--- src/rtl/countdown_timer.sv ---
// Two-stage down-counting timer: prescaler underflow ticks decrement a loaded count; done at zero.
// Latency: k-th tick and final done are registered, visible k*(PRESCALE+1) edges after load accept.
// Backpressure: load_ready is high only in IDLE; loads offered while running are dropped, not queued.
module countdown_timer #(
  parameter int PRE_WIDTH   = 4,
  parameter int CNT_WIDTH   = 3,
  parameter int PRESCALE    = 15,
  parameter int AUTO_RELOAD = 0
) (
  input  logic                 clk,
  input  logic                 rst_n,
  input  logic                 load_valid,
  output logic                 load_ready,
  input  logic [CNT_WIDTH-1:0] load_value,
  input  logic                 abort,
  output logic                 busy,
  output logic [CNT_WIDTH-1:0] count,
  output logic                 tick,
  output logic                 done
);

  typedef enum logic {
    IDLE = 1'b0,
    RUN  = 1'b1
  } state_t;

  localparam logic [PRE_WIDTH-1:0] PRE_RELOAD = PRE_WIDTH'(PRESCALE);
  localparam logic [PRE_WIDTH-1:0] PRE_ONE    = PRE_WIDTH'(1);
  localparam logic [CNT_WIDTH-1:0] CNT_ONE    = CNT_WIDTH'(1);
  localparam logic [CNT_WIDTH-1:0] CNT_ZERO   = '0;

  state_t               state, state_nxt;
  logic [PRE_WIDTH-1:0] pre, pre_nxt;
  logic [CNT_WIDTH-1:0] count_nxt;
  logic [CNT_WIDTH-1:0] reload_reg, reload_nxt;
  logic                 tick_nxt, done_nxt;

  // Handshake and status flags are pure decodes of the state register.
  assign load_ready = (state == IDLE);
  assign busy       = (state == RUN);

  // Register all timer state; reset returns to an idle timer with a full prescaler.
  always_ff @(posedge clk or negedge rst_n) begin
    if (!rst_n) begin
      state      <= IDLE;
      pre        <= PRE_RELOAD;
      count      <= CNT_ZERO;
      reload_reg <= CNT_ZERO;
      tick       <= 1'b0;
      done       <= 1'b0;
    end else begin
      state      <= state_nxt;
      pre        <= pre_nxt;
      count      <= count_nxt;
      reload_reg <= reload_nxt;
      tick       <= tick_nxt;
      done       <= done_nxt;
    end
  end

  // Next-state logic: load in IDLE, prescale/decrement in RUN; abort beats a same-cycle underflow.
  always_comb begin
    state_nxt  = state;
    pre_nxt    = pre;
    count_nxt  = count;
    reload_nxt = reload_reg;
    tick_nxt   = 1'b0;
    done_nxt   = 1'b0;

    unique case (state)
      IDLE: begin
        if (load_valid) begin
          if (load_value == CNT_ZERO) begin
            // A zero delay completes immediately without entering RUN.
            done_nxt = 1'b1;
          end else begin
            count_nxt  = load_value;
            reload_nxt = load_value;
            pre_nxt    = PRE_RELOAD;
            state_nxt  = RUN;
          end
        end
      end

      RUN: begin
        if (abort) begin
          state_nxt = IDLE;
          count_nxt = CNT_ZERO;
          pre_nxt   = PRE_RELOAD;
        end else if (pre != '0) begin
          pre_nxt = pre - PRE_ONE;
        end else begin
          pre_nxt  = PRE_RELOAD;
          tick_nxt = 1'b1;
          if (count > CNT_ONE) begin
            count_nxt = count - CNT_ONE;
          end else begin
            // Terminal count (count==0 is unreachable in RUN and is treated the same way).
            done_nxt = 1'b1;
            if (AUTO_RELOAD != 0) begin
              count_nxt = reload_reg;
            end else begin
              count_nxt = CNT_ZERO;
              state_nxt = IDLE;
            end
          end
        end
      end

      default: begin
        state_nxt = IDLE;
      end
    endcase
  end

endmodule

--- config.mk ---
export PLATFORM = sky130hd
export DESIGN_NAME = countdown_timer
export DESIGN_NICKNAME = d
export VERILOG_FILES = /design/src/rtl/countdown_timer.sv
export SDC_FILE = /design/constraint.sdc
export NUM_CORES = 1
export LEC_CHECK = 0
export ABC_AREA = 1
export BUFFER_PORTS_ARGS = -buffer_cell sky130_fd_sc_hd__clkbuf_2
export CAP_MARGIN = 30
export CORE_MARGIN = 2
export CORE_UTILIZATION = 30
export CTS_BUF_LIST = sky130_fd_sc_hd__clkbuf_4 sky130_fd_sc_hd__clkbuf_8 sky130_fd_sc_hd__clkbuf_16
export DETAILED_ROUTE_END_ITERATION = 10
export GPL_TIMING_DRIVEN = 0
export SYNTH_ARGS = -nofsm -noshare
export SYNTH_HDL_FRONTEND = slang
export SYNTH_SLANG_ARGS = --single-unit
--- constraint.sdc ---
create_clock -name clk -period 2.3 [get_ports clk]
set_input_delay 0.23 -clock clk [delete_from_list [all_inputs] [get_ports clk]]
set_output_delay 0.23 -clock clk [all_outputs]
set_load 0.02 [all_outputs]
# Word-level counts from Yosys, hierarchy flattened
# Index checks and enable logic that the tools add are counted.
# word_totals
ff_bits	10
input_bits	7
output_inout_bits	7
word_cells	42
# classes
n_addsub	2
order_cmp	1
eq_ne	3
n_mux	26
n_bitwise	1
reduce_logical	4
# ops
cell	count
4-bit 2-to-1 mux	4
3-bit 2-to-1 mux	5
1-bit 2-to-1 mux	13
4-bit case mux with 2 select lines	1
3-bit case mux with 2 select lines	1
2-bit != test (second input constant)	2
1-bit case mux with 2 select lines	2
4-bit nonzero test	1
4-bit by 1-bit subtractor with 4-bit output (second input constant)	1
3-bit by 1-bit > comparator with 1-bit output (second input constant)	1
3-bit zero test	1
3-bit != test (second input constant)	1
3-bit AND reduction	1
3-bit by 1-bit subtractor with 3-bit output (second input constant)	1
2-bit AND reduction	1
1-bit NOT	1

# Depth between registers and ports, before layout
# logic_depth
depth_word	5
ltp_mapped	10
depth_no_buf	10

# Worst setup path after synthesis
# OpenSTA, ideal clock, no wires.
# synth_timing
path_type	reg2reg
startpoint	register pre[0]
endpoint	register count[0]
setup_time_ns	0.117
arrival_time_ns	1.147
t_required_ns	2.183
setup_slack_ns	1.036
stages_incl_launch_ff	9
path_buffers	0
synth_period_minus_slack_ns	1.264
path_cell_list	dfstp_2 > inv_1 > ha_1 > nand2_1 > nand2_4 > inv_2 > nor2_2 > nand2_1 > nand2_1
# synth_via
elab_chain_len	3
# synth_lines
element	line_no	text
start: declaration	33	logic [PRE_WIDTH-1:0] pre, pre_nxt;
start signal: assignment	53	pre <= pre_nxt;
4-bit nonzero test	90	end else if (pre != '0) begin
3-bit != test (no source line)	--	
3-bit AND reduction (no source line)	--	
end signal: assignment	54	count <= count_nxt;
end: declaration	17	output logic [CNT_WIDTH-1:0] count,
# Every way passes these cells.
# A chain may end at the register's enable or synchronous reset.

# Worst setup path after layout
# layout_timing
startpoint	register pre[0]
endpoint	register count[1]
# Same word-level chain as after synthesis.

==> results_dict.tcl <==
set metrics [dict create \
    status "finished, final reports clean" \
    seq_area_frac_synth_pct 41.1 \
    fin_crit_ns 1.35 \
    antenna_left 0 \
    grt_max_degree 11 \
    tritoncts "done" \
    multi_input_area_um2 314 \
    initial_core_util_pct 31.6 \
    fin_nets 114 \
    synth_cell_types 17 \
    whs_ns 0.253 \
    die-area_um2 2450 \
    synth_cells 85 \
    rsz0062_at_grt "false" \
    setup_violations 0 \
    syn_area_per_cell_um2 7.30 \
    num_vias 549 \
    rows 16 \
    syn-num-nets 95 \
    slew_headroom_pct 82.5 \
    core_um2 1960 \
    fmax_mhz 740 \
    endpoint_kind "flip-flop" \
    r2r_end "count[1]" \
    power_density_nw_per_um2 1140 \
    reg2reg_slack_ns 0.95 \
    cp.required_ns 2.46 \
    crit_type "flip-flop to flip-flop" \
    clk_path_buf_depth 2 \
    syn_to_final_growth_pct 22.4 \
    ys_top_cells_by_area "dfrtp_1 (24%), nand2_1 (21%), dfstp_2 (17%), ha_1 (6.0%), inv_1 (5.4%)" \
    grt_pass1_wl_mm 2.19 \
    place_congestion 0.788 \
    min_to "busy" \
    num-fill-cells 235 \
    power_uw 863 \
    seqCellArea_um2 255 \
    viasPerCell 4.22 \
    p_leak_nw 0.440 \
    setup_tns_ns 0 \
    r2r-start "pre[0]" \
    post-synth-top-area-cell "dfrtp_1" \
    drv_cap 0 \
    clk_pin_slew_ns 0.07 \
    firstDrtPassIters 2 \
    max_stage_delay_ns 0.54 \
    die_width_um 49.5 \
    port_buffers 13 \
    cts_root_buffer "clkbuf_4" \
    drtIter0Drc 8 \
    synth_warnings 0 \
    crit_top_cell "nand2_1" \
    htreeDepth 1 \
    drc 0 \
    ys_ff_latch 10 \
    slew_viol_final 0 \
    ioPinCount 14 \
    reg2regPathDepth 8 \
    cp_max_fo 3 \
    period_share_pct 58.8 \
    crit_slowest_cell "dfstp_2" \
    skew_ns 0.00533 \
    fin_area_um2 759 \
    place_area_um2 719 \
    grt_usage_pct 11.5 \
    cpLargestDelayFamily "flip-flops" \
    grt_pass1_vias 536 \
    clk_latency_ns 0.26 \
    min_path_cells 3 \
    min_from "load_valid" \
    tightest_slew_ns 0.263 \
    grt_overflow 0 \
    cp-start-kind "flip-flop" \
    crit_arrival_ns 1.51 \
    syn_area_um2 621 \
    antenna_found_initial 0 \
    yosys.area.top_type_share_pct 24.2 \
    critical_path.n_buffers_inverters 2 \
    cts_buffers 3 \
    drive_gt1_share_pct 31.1 \
    dpl.hpwl_um 957 \
    path_cells "inv_1 > ha_1 > nand2_1 > nand2_4 > inv_2 > nor2_2 > nand2_1 > nand2_1" \
    finalHoldViolations 0 \
    routedWlPerCell_um 9.32 \
    cts_setup_buffers 0 \
    ir_drop_mv 0.330 \
    cts.sinks 10 \
    hp-class "input port to flip-flop" \
    routed_wl_mm 1.21 \
    antenna_cells 0 \
    dieHeight_um 49.5 \
]
==> layer usage <==
metal | global-route usage, % | share of wire (%)
met5 | 0 | 0
met1 | 13.2 | 44
met2 | 21.2 | 51
met3 | 0.909 | 2.6
met4 | 5.56 | 2.2
==> Yosys cell counts <==
cell type and count:
dfrtp_1 6, nand2_2 2, inv_2 3, a22oi_1 1
nor2_2 2, nand3_1 4, dfstp_2 4, inv_1 9
nand2_4 1, o21bai_1 1, nand3_2 1, inv_4 1
nor2_8 1, nand2_1 35, o21ai_0 2, nor2_1 9
ha_1 3
==> final cells by class <==
class,instances,share of cell area [%]
multi-input combinational,62,41.4
sequential,10,33.6
timing repair buffer,14,9.88
inverter,13,6.75
tap,27,4.45
clock buffer,4,3.95
==> metrics by stage <==
| stage | worst slack, ns | cells | utilization [%] |
|---|---|---|---|
| 3_5_place_dp | 0.948 | 125 | 36.7 |
| 4_1_cts | 0.952 | 130 | 38.7 |
| 3_3_place_gp | 0.951 | 125 | 36.7 |
| 5_1_grt | 0.860 | 130 | 38.7 |
| 2_1_floorplan | 1.04 | 85 | - |
| 6_report | 0.948 | 130 | 38.7 |
==> power breakdown <==
group	switching (mW)	total (mW)	leakage (nW)	internal (mW)
registers	0.0449	0.289	0.120	0.245
clock network	0.0623	0.141	0.0184	0.0788
logic	0.288	0.432	0.301	0.144
total	0.395	0.863	0.440	0.467
==> worst max path at each step <==
stage           start        to  slack [ns]  cells after the start
6_report       pre[0]  count[1]        0.95                      8
3_5_place_dp   pre[0]  count[1]        0.95                      8
4_1_cts        pre[0]  count[1]        0.95                      8
5_1_grt        pre[0]  count[1]        0.86                      8
3_3_place_gp   pre[0]  count[0]        0.95                      8
2_1_floorplan  pre[0]  count[0]        1.04                      8
==> placed cells by master, fill, tap and decap left out <==
cell / instances
inv_4: 1
nand2_1: 35
nor2_8: 1
nor2_1: 9
nand2_4: 1
o21ai_0: 2
clkbuf_4: 4
dlygate4sd3_1: 1
clkbuf_2: 13
a22oi_1: 1
nand3_1: 4
nand3_2: 1
o21bai_1: 1
inv_1: 9
nand2_2: 2
ha_1: 3
nor2_2: 2
dfrtp_1: 6
dfstp_2: 4
inv_2: 3
==> flip-flops by register name (all words and copies together), names as in the netlist <==
name,flops
tick,1
pre,4
busy,1
done,1
count,3
==> cells by family after synthesis <==
group | Yosys count | share of synthesized area (%)
buffers and inverters | 13 | 8.27
flip-flops | 10 | 41.1
AND/OR/NAND/NOR | 55 | 40.5
AO/OA/AOI/OAI | 4 | 4.03
adder cells (fa/ha/maj) | 3 | 6.05
==> worst min-delay path: cells and delay by family <==
kind	cells	cell delay, ns
buf+inv	1	0.09
simple gates	2	0.17
==> what timing repair did <==
item	in CTS	in global routing
endpoints found under the setup margin	0	0
hold buffers	1	0
hold endpoints to repair	6	0
gates resized for setup	0	0
(Power assumes the default switching activity.)
